[src/rtl/rv_hazard_unit.sv]
// Pipeline hazard/control unit: operand bypass selects, load-use stall, pause, flush drain,
// stall watchdog and unsupported-instruction tracking. Optional perf counters: RV_HAZARD_PERF_EN.
module rv_hazard_unit #(
    parameter int unsigned NUM_RS    = 2,
    parameter int unsigned NUM_FWD   = 4,
    parameter int unsigned NUM_LD    = 2,
    parameter int unsigned REG_AW    = 5,
    parameter int unsigned FLUSH_LEN = 1,
    parameter int unsigned INV_DEPTH = 2,
    parameter int unsigned STALL_TMO = 255
) (
    input  logic                        i_clk,
    input  logic                        i_reset_n,
    input  logic                        i_pc_change,
    input  logic                        i_need_pause,
    input  logic                        i_dec_sup,
    input  logic [NUM_RS*REG_AW-1:0]    i_dec_rs,
    input  logic [NUM_RS*REG_AW-1:0]    i_exe_rs,
    input  logic [NUM_FWD*REG_AW-1:0]   i_fwd_rd,
    input  logic [NUM_FWD-1:0]          i_fwd_wr,
    input  logic [NUM_LD*REG_AW-1:0]    i_ld_rd,
    input  logic [NUM_LD-1:0]           i_ld_vld,
    output logic                        o_dec_flush,
    output logic                        o_dec_stall,
    output logic                        o_exe_flush,
    output logic [NUM_RS*NUM_FWD-1:0]   o_fwd_sel,
    output logic                        o_inv_inst,
    output logic                        o_stall_tmo,
    output logic [31:0]                 o_perf_stall,
    output logic [31:0]                 o_perf_flush
);

    localparam int unsigned FCW = (FLUSH_LEN > 1) ? $clog2(FLUSH_LEN) : 1;
    localparam int unsigned TCW = $clog2(STALL_TMO + 1);
    localparam logic [FCW-1:0] FLUSH_RELOAD = FCW'(FLUSH_LEN - 1);
    localparam logic [TCW-1:0] TMO_MAX      = TCW'(STALL_TMO);

    typedef enum logic [1:0] {StRun, StFlush, StStall} state_e;

    state_e                 state_q;
    logic [FCW-1:0]         flush_cnt_q;
    logic [TCW-1:0]         tmo_cnt_q;
    logic                   tmo_q;
    logic [INV_DEPTH-1:0]   sr_q;
    logic                   load_hz;
    logic                   dec_flush;
    logic                   dec_stall;

    // Bypass: lowest-index (youngest) matching producer wins; x0 is never forwarded.
    for (genvar k = 0; k < NUM_RS; k++) begin : g_fwd
        logic [REG_AW-1:0]  rs;
        logic [NUM_FWD-1:0] hit;
        assign rs = i_exe_rs[k*REG_AW +: REG_AW];
        for (genvar j = 0; j < NUM_FWD; j++) begin : g_src
            assign hit[j] = i_fwd_wr[j] && (rs != '0) && (rs == i_fwd_rd[j*REG_AW +: REG_AW]);
        end
        assign o_fwd_sel[k*NUM_FWD +: NUM_FWD] = hit & (~hit + NUM_FWD'(1));
    end

    always_comb begin
        load_hz = 1'b0;
        for (int m = 0; m < NUM_LD; m++) begin
            for (int k = 0; k < NUM_RS; k++) begin
                if (i_ld_vld[m] && (i_ld_rd[m*REG_AW +: REG_AW] != '0) &&
                    (i_ld_rd[m*REG_AW +: REG_AW] == i_dec_rs[k*REG_AW +: REG_AW])) begin
                    load_hz = 1'b1;
                end
            end
        end
    end

    assign dec_flush   = i_pc_change || (state_q == StFlush);
    assign dec_stall   = !dec_flush && (load_hz || i_need_pause);
    assign o_dec_flush = dec_flush;
    assign o_dec_stall = dec_stall;
    assign o_exe_flush = dec_flush || dec_stall;
    assign o_stall_tmo = tmo_q;
    assign o_inv_inst  = !sr_q[INV_DEPTH-1];

    always_ff @(posedge i_clk or negedge i_reset_n) begin
        if (!i_reset_n) begin
            state_q     <= StRun;
            flush_cnt_q <= '0;
        end else if (i_pc_change) begin
            if (FLUSH_LEN > 1) begin
                state_q     <= StFlush;
                flush_cnt_q <= FLUSH_RELOAD;
            end else begin
                state_q     <= StRun;
                flush_cnt_q <= '0;
            end
        end else if (state_q == StFlush) begin
            flush_cnt_q <= flush_cnt_q - FCW'(1);
            if (flush_cnt_q == FCW'(1)) begin
                state_q <= StRun;
            end
        end else if (load_hz || i_need_pause) begin
            state_q <= StStall;
        end else begin
            state_q <= StRun;
        end
    end

    // Flag sets on the edge that completes the STALL_TMO-th consecutive stall cycle.
    always_ff @(posedge i_clk or negedge i_reset_n) begin
        if (!i_reset_n) begin
            tmo_cnt_q <= '0;
            tmo_q     <= 1'b0;
        end else if (dec_stall) begin
            if (tmo_cnt_q != TMO_MAX) begin
                tmo_cnt_q <= tmo_cnt_q + TCW'(1);
            end
            if (tmo_cnt_q == TMO_MAX - TCW'(1)) begin
                tmo_q <= 1'b1;
            end
        end else begin
            tmo_cnt_q <= '0;
        end
    end

    if (INV_DEPTH == 1) begin : g_sr1
        always_ff @(posedge i_clk or negedge i_reset_n) begin
            if (!i_reset_n) begin
                sr_q <= '1;
            end else if (dec_flush) begin
                sr_q <= '1;
            end else if (!dec_stall) begin
                sr_q <= i_dec_sup;
            end
        end
    end else begin : g_srn
        always_ff @(posedge i_clk or negedge i_reset_n) begin
            if (!i_reset_n) begin
                sr_q <= '1;
            end else if (dec_flush) begin
                sr_q <= '1;
            end else if (!dec_stall) begin
                sr_q <= {sr_q[INV_DEPTH-2:0], i_dec_sup};
            end
        end
    end

`ifdef RV_HAZARD_PERF_EN
    logic [31:0] perf_stall_q;
    logic [31:0] perf_flush_q;

    always_ff @(posedge i_clk or negedge i_reset_n) begin
        if (!i_reset_n) begin
            perf_stall_q <= '0;
            perf_flush_q <= '0;
        end else begin
            if (dec_stall && (perf_stall_q != '1)) begin
                perf_stall_q <= perf_stall_q + 32'd1;
            end
            if (i_pc_change && (perf_flush_q != '1)) begin
                perf_flush_q <= perf_flush_q + 32'd1;
            end
        end
    end

    assign o_perf_stall = perf_stall_q;
    assign o_perf_flush = perf_flush_q;
`else
    assign o_perf_stall = '0;
    assign o_perf_flush = '0;
`endif

endmodule
[config.mk]
export PLATFORM = sky130hd
export DESIGN_NAME = rv_hazard_unit
export DESIGN_NICKNAME = d
export VERILOG_FILES = /design/src/rtl/rv_hazard_unit.sv
export SDC_FILE = /design/constraint.sdc
export NUM_CORES = 1
export LEC_CHECK = 0
export ABC_AREA = 1
export CAP_MARGIN = 5
export CORE_UTILIZATION = 38
export CTS_BUF_LIST = sky130_fd_sc_hd__clkbuf_4 sky130_fd_sc_hd__clkbuf_8
export DETAILED_ROUTE_END_ITERATION = 7
export PLACE_DENSITY = 0.86
export SLEW_MARGIN = 20
export SYNTH_ARGS = -nofsm -noshare
export SYNTH_HDL_FRONTEND = slang
export SYNTH_SLANG_ARGS = --single-unit
[constraint.sdc]
create_clock -name i_clk -period 1.72 [get_ports i_clk]
set_clock_uncertainty 0.1 [all_clocks]
set_input_delay 0.172 -clock i_clk [delete_from_list [all_inputs] [get_ports i_clk]]
set_output_delay 0.172 -clock i_clk [all_outputs]
set_load 0.05 [all_outputs]
; ---- Yosys cells after proc, flatten, opt, wreduce, memory -nomap -nowiden
; Index checks and enable logic that the tools add are counted.
[op_classes]
addsub = 4
eq_ne = 18
n_mux = 14
bitwise_logic = 4
n_reduce_logical = 34
[op_table]
columns = operator, n
row1 = equality test 5 bit, 12
row2 = logical AND 1 bit, 23
row3 = nonzero test 5 bit, 4
row4 = two-way mux 8 bit, 2
row5 = two-way mux 2 bit, 6
row6 = adder 4 x 1 -> 4 bit (second input constant), 2
row7 = adder 8 x 1 -> 8 bit (second input constant), 1
row8 = AND 4 bit, 2
row9 = equality test 8 bit (second input constant), 1
row10 = inequality test 8 bit (second input constant), 1
row11 = inverter 4 bit, 2
row12 = two-way mux 1 bit, 6
row13 = logical OR 1 bit, 3
row14 = inequality test 3 bit (second input constant), 1
row15 = equality test 2 x 1 -> 1 bit (second input constant), 1
row16 = zero test 1 bit, 2
row17 = inequality test 2 x 1 -> 1 bit (second input constant), 1
row18 = inequality test 2 bit (second input constant), 1
row19 = AND reduction 2 bit, 1
row20 = nonzero test 2 bit, 1
row21 = subtractor 1 bit (second input constant), 1
[totals]
ff_bits = 14
inputBits = 61
elab_cells = 79

; ---- Longest topological paths before layout
; Gate-level depths: netlist of the first run.
[depth]
word_depth = 11
ltp_mapped = 12
ltp_nobuf = 11

; ---- Worst setup path before layout of the first run
; OpenSTA, ideal clock, no wires.
[synth_timing]
path_kind = in2out
start = input i_exe_rs[2]
end = output o_fwd_sel[1]
arrival_ns = 1.724
slack_ns = -0.276
path_stages = 7
n_path_buf = 1
path_cell_list = buf_2 nor3_1 and3_1 inv_1 nand3_1 inv_1 nor2_1
[synth_via]
elab_chain_len = 6
elab_cells_between_ends = 10
cone_classes = 1 x add/sub / 2 x eq/ne / 2 x bitwise / 5 x reduce/logical
[synth_lines]
columns = item, line_no
row1 = from (decl), 18  ; input logic [NUM_RS*REG_AW-1:0] i_exe_rs,
row2 = nonzero test 5 bit, 55  ; assign hit[j] = i_fwd_wr[j] && (rs != '0) && (rs == i_fwd_rd[j*REG_AW +: REG_AW]);
row3 = logical AND 1 bit (2 in a row), 55
row4 = inverter 4 bit, 57  ; assign o_fwd_sel[k*NUM_FWD +: NUM_FWD] = hit & (~hit + NUM_FWD'(1));
row5 = adder 4 x 1 -> 4 bit, 57
row6 = AND 4 bit (*), 57
row7 = to (decl), 26  ; output logic [NUM_RS*NUM_FWD-1:0] o_fwd_sel,
; Every way passes the cells marked *; elsewhere a longest branch is shown, timed or not.

; ---- Final worst setup path of the first run
[layout_timing]
start = input i_fwd_rd[2]
end = output o_fwd_sel[7]
[layout_via]
elab_chain_len = 5
[layout_lines]
columns = item, line_no
row1 = from (decl), 19  ; input logic [NUM_FWD*REG_AW-1:0] i_fwd_rd,
row2 = equality test 5 bit, 55
row3 = logical AND 1 bit, 55
row4 = inverter 4 bit, 57
row5 = adder 4 x 1 -> 4 bit, 57
row6 = AND 4 bit, 57
; No other way between the ends.

==> results of run 1 <==
## sequential cells by signal, indices dropped and copies added, names as in the netlist
register and flops:
tmo_cnt_q 8, sr_q 2, o_stall_tmo 1
## cell families (layout without fill, tap and decap cells)
family                   Yosys count  count (layout)  share of synthesized area
flip-flops                        11              11                      0.132
AO/OA/AOI/OAI                     25              25                     0.0713
XOR/XNOR                          24              24                     0.0998
buffers and inverters            122             167                      0.339
other                              1              64                    0.00178
adder cells (fa/ha/maj)            2               2                     0.0119
AND/OR/NAND/NOR                  164             164                      0.344
## cells in the final DEF, fill, tap and decap left out, types with 9 or more instances in the layout
| cell type | netlist | layout |
|---|---|---|
| sky130_fd_sc_hd__xnor2_1 | 11 | 9 |
| sky130_fd_sc_hd__nor2_1 | 31 | 24 |
| sky130_fd_sc_hd__inv_2 | 4 | 15 |
| sky130_fd_sc_hd__dfrtp_1 | 9 | 9 |
| sky130_fd_sc_hd__nand3_1 | 17 | 15 |
| sky130_fd_sc_hd__inv_1 | 48 | 36 |
| sky130_fd_sc_hd__xor2_1 | 13 | 12 |
| sky130_fd_sc_hd__nand2_1 | 83 | 81 |
| sky130_fd_sc_hd__conb_1 | 1 | 64 |
| sky130_fd_sc_hd__buf_12 | 0 | 11 |
| sky130_fd_sc_hd__dlygate4sd2_1 | 0 | 34 |
| sky130_fd_sc_hd__buf_4 | 65 | 35 |
## worst paths after layout
kind                              start            to  slack (ps)  depth (start not counted)
min                           i_reset_n  tmo_cnt_q[1]         170                          1
max                         i_fwd_rd[2]  o_fwd_sel[7]          40                          9
min in group i_clk          o_stall_tmo   o_stall_tmo         380                          2
min reg2reg                 o_stall_tmo   o_stall_tmo         380                          2
max in group asynchronous     i_reset_n       sr_q[1]        1000                          1
max reg2reg                tmo_cnt_q[1]  tmo_cnt_q[7]         130                         10
## worst max-delay path, stage by stage
cell and delay, ps:
sky130_fd_sc_hd__dlygate4sd2_1 260, sky130_fd_sc_hd__buf_4 140, sky130_fd_sc_hd__nand2_1 50, sky130_fd_sc_hd__o21ai_0 90, sky130_fd_sc_hd__nor2_1 180, sky130_fd_sc_hd__nand4_1 170, sky130_fd_sc_hd__nand2_1 150, sky130_fd_sc_hd__nor2_2 70
sky130_fd_sc_hd__buf_12 140
## power by group through the flow
| stage | Clock, mW | Sequential (mW) | Combinational, mW |
|---|---|---|---|
| 6_report | 0.261 | 0.278 | 0.860 |
| 5_1_grt | 0.279 | 0.280 | 0.913 |
| 4_1_cts | 0.264 | 0.279 | 0.842 |
| 3_5_place_dp | 0 | 0.282 | 0.859 |
| 3_3_place_gp | 0 | 0.282 | 0.849 |
| 2_1_floorplan | 0 | 0.280 | 0.660 |
## routing by layer
layer | routed length (um) | vias to the layer above | track usage
met1 | 2420 | 1052 | 0.241
met4 | 61 | 0 | 0.0288
met3 | 413 | 8 | 0.0156
met2 | 3080 | 127 | 0.382
li1 | - | 1173 | -
met5 | 0 | - | 0
## per-stage QoR
stage,utilization,TNS [ps]
floorplan,-,-235
global placement,0.578,-3220
detailed placement,0.578,-3710
CTS,0.591,0
global route,0.599,-19.9
finish,0.599,0
## layout make-up
type,count,area [sq um]
fillers,499,2100
multi-input cells,279,1480
repair buffers,111,1050
flip-flops and latches,11,278
inverters,52,198
well taps,70,87.6
clock buffers,3,41.3
clock inverters,1,5.00
## repair_timing
item,CTS,global route
pin swaps,27,21
gates resized for setup,108,29
hold buffers,0,0
endpoints found under the setup margin,10,10
buffers inserted,1,1
==> impl_metrics.json, run 1 <==
{
  "run_status": "finished clean",
  "globalRouteTotalUtil": 0.198,
  "clock_latency_late_sink_ps": 240,
  "routed_wirelength_mm": 5.98,
  "finalInstanceArea_sq_um": 3140,
  "die_x_um": 76.5,
  "synth-edff-count": 0,
  "grt_pass1_wl_mm": 9.60,
  "cell_row_count": 26,
  "number_of_violations_of_the_max_capacitance_limit": 0,
  "dpl-instance-area_sq_um": 3030,
  "post-place-cells": 521,
  "synth_cells": 349,
  "tritoncts_clock_tree": "yes",
  "route.detailed.drc": 0,
  "top_cell_type_s_share_of_synthesized_area": 0.232,
  "setup_violations": 0,
  "setup.worst_path.end_class": "output pin",
  "route.detailed.wl_per_inst_um": 11.3,
  "grt_antenna_before_repair": 0,
  "power.internal_uw": 701,
  "grt_max_degree": 12,
  "place_congestion": 0.904,
  "layout_min_cycle_time_ps": 1680,
  "fmaxAchievable_mhz": 595,
  "swShare": 0.500,
  "holdCritPathClass": "primary input to async pin",
  "worstPathRequired_ps": 1450,
  "die_height_um": 76.5,
  "cts_buffer_depth": 2,
  "num_vias": 2360,
  "synthDominantAreaCellType": "sky130_fd_sc_hd__buf_4",
  "floorplan.core_area_sq_um": 5240,
  "path_max_fanout": 2,
  "worst_setup_hold_path_clk_slew_ps": 50,
  "synth_ff_type": "sky130_fd_sc_hd__dfrtp_1",
  "drt-initial-drc-count": 124,
  "avgViaCountPerCell": 4.48,
  "share_clk_of_total_power": 0.187,
  "grt_pass1_vias": 2065,
  "library_cell_with_the_highest_instance_count_after_synthesis": "sky130_fd_sc_hd__nand2_1",
  "maxSlewViolCount": 0,
  "fraction_of_registers_with_async_set_reset": 1.00,
  "pin_count": 138,
  "synth_top_cells_by_area": "sky130_fd_sc_hd__buf_4, sky130_fd_sc_hd__nand2_1, sky130_fd_sc_hd__dfrtp_1",
  "cts_root_buffer_type": "sky130_fd_sc_hd__clkbuf_8",
  "peak_ir_drop_on_the_vdd_network_v": 0.000257,
  "final_cells": 527,
  "register_bit_count_reported_by_yosys": 11,
  "syn_to_final_growth_pct": 49.0,
  "drtAntennaViolNets": 0,
  "power.density_cell_area_nw_per_um2": 446,
  "yosysSeqAreaShare": 0.132,
  "design.final.nets": 521,
  "dr.pass1.iters": 4,
  "htree_levels": 1,
  "count_of_different_cell_masters_after_synthesis": 33,
  "yosys_warnings": 0,
  "port_buffers": 73,
  "initial_utilization": 0.402,
  "post-place-ws_ps": -379,
  "die_area_sq_um": 5850,
  "worst_ep_arrival_time_ps": 1410,
  "synth_common_cells": "sky130_fd_sc_hd__nand2_1, sky130_fd_sc_hd__buf_4, sky130_fd_sc_hd__inv_1",
  "max_slew_margin": 0.669,
  "n_antenna_cell": 0,
  "pwr-share-comb": 0.614,
  "worst_pin_slew_ps": 496,
  "finalHoldViolations": 0,
  "globalRoute.totalOverflow": 0,
  "final_layout_size_suffix_gt1_frac": 0.274,
  "seq_power_share": 0.199,
  "cts_sinks": 11,
  "total_power_mw": 1.40,
  "cp_startpoint_kind": "primary input",
  "cellLeakagePower_nw": 1.73,
  "total_switching_power_uw": 700,
  "numCtsBuffers": 3,
  "timing.setup.critical_path_class": "primary input to output pin",
  "final.period_utilization": 0.978,
  "mappedNetlistArea_sq_um": 2110,
  "place.detailed.hpwl_mm": 5.09,
  "setup_ws_ps": 38.2,
  "hold-worst-slack_ps": 166,
  "synth_area_per_cell_sq_um": 6.04
}
No activity file was read; power rests on OpenSTA's default activity.
==> inputs of run 2 (changes only) <==
--- a/config.mk
+++ b/config.mk
@@ -6,7 +6,7 @@
 export NUM_CORES = 1
 export LEC_CHECK = 0
 export ABC_AREA = 1
-export CAP_MARGIN = 5
+export CAP_MARGIN = 0
 export CORE_UTILIZATION = 38
 export CTS_BUF_LIST = sky130_fd_sc_hd__clkbuf_4 sky130_fd_sc_hd__clkbuf_8
 export DETAILED_ROUTE_END_ITERATION = 7
==> results of run 2 <==
The final DEF is identical to that of run 1; final timing and power are the same.
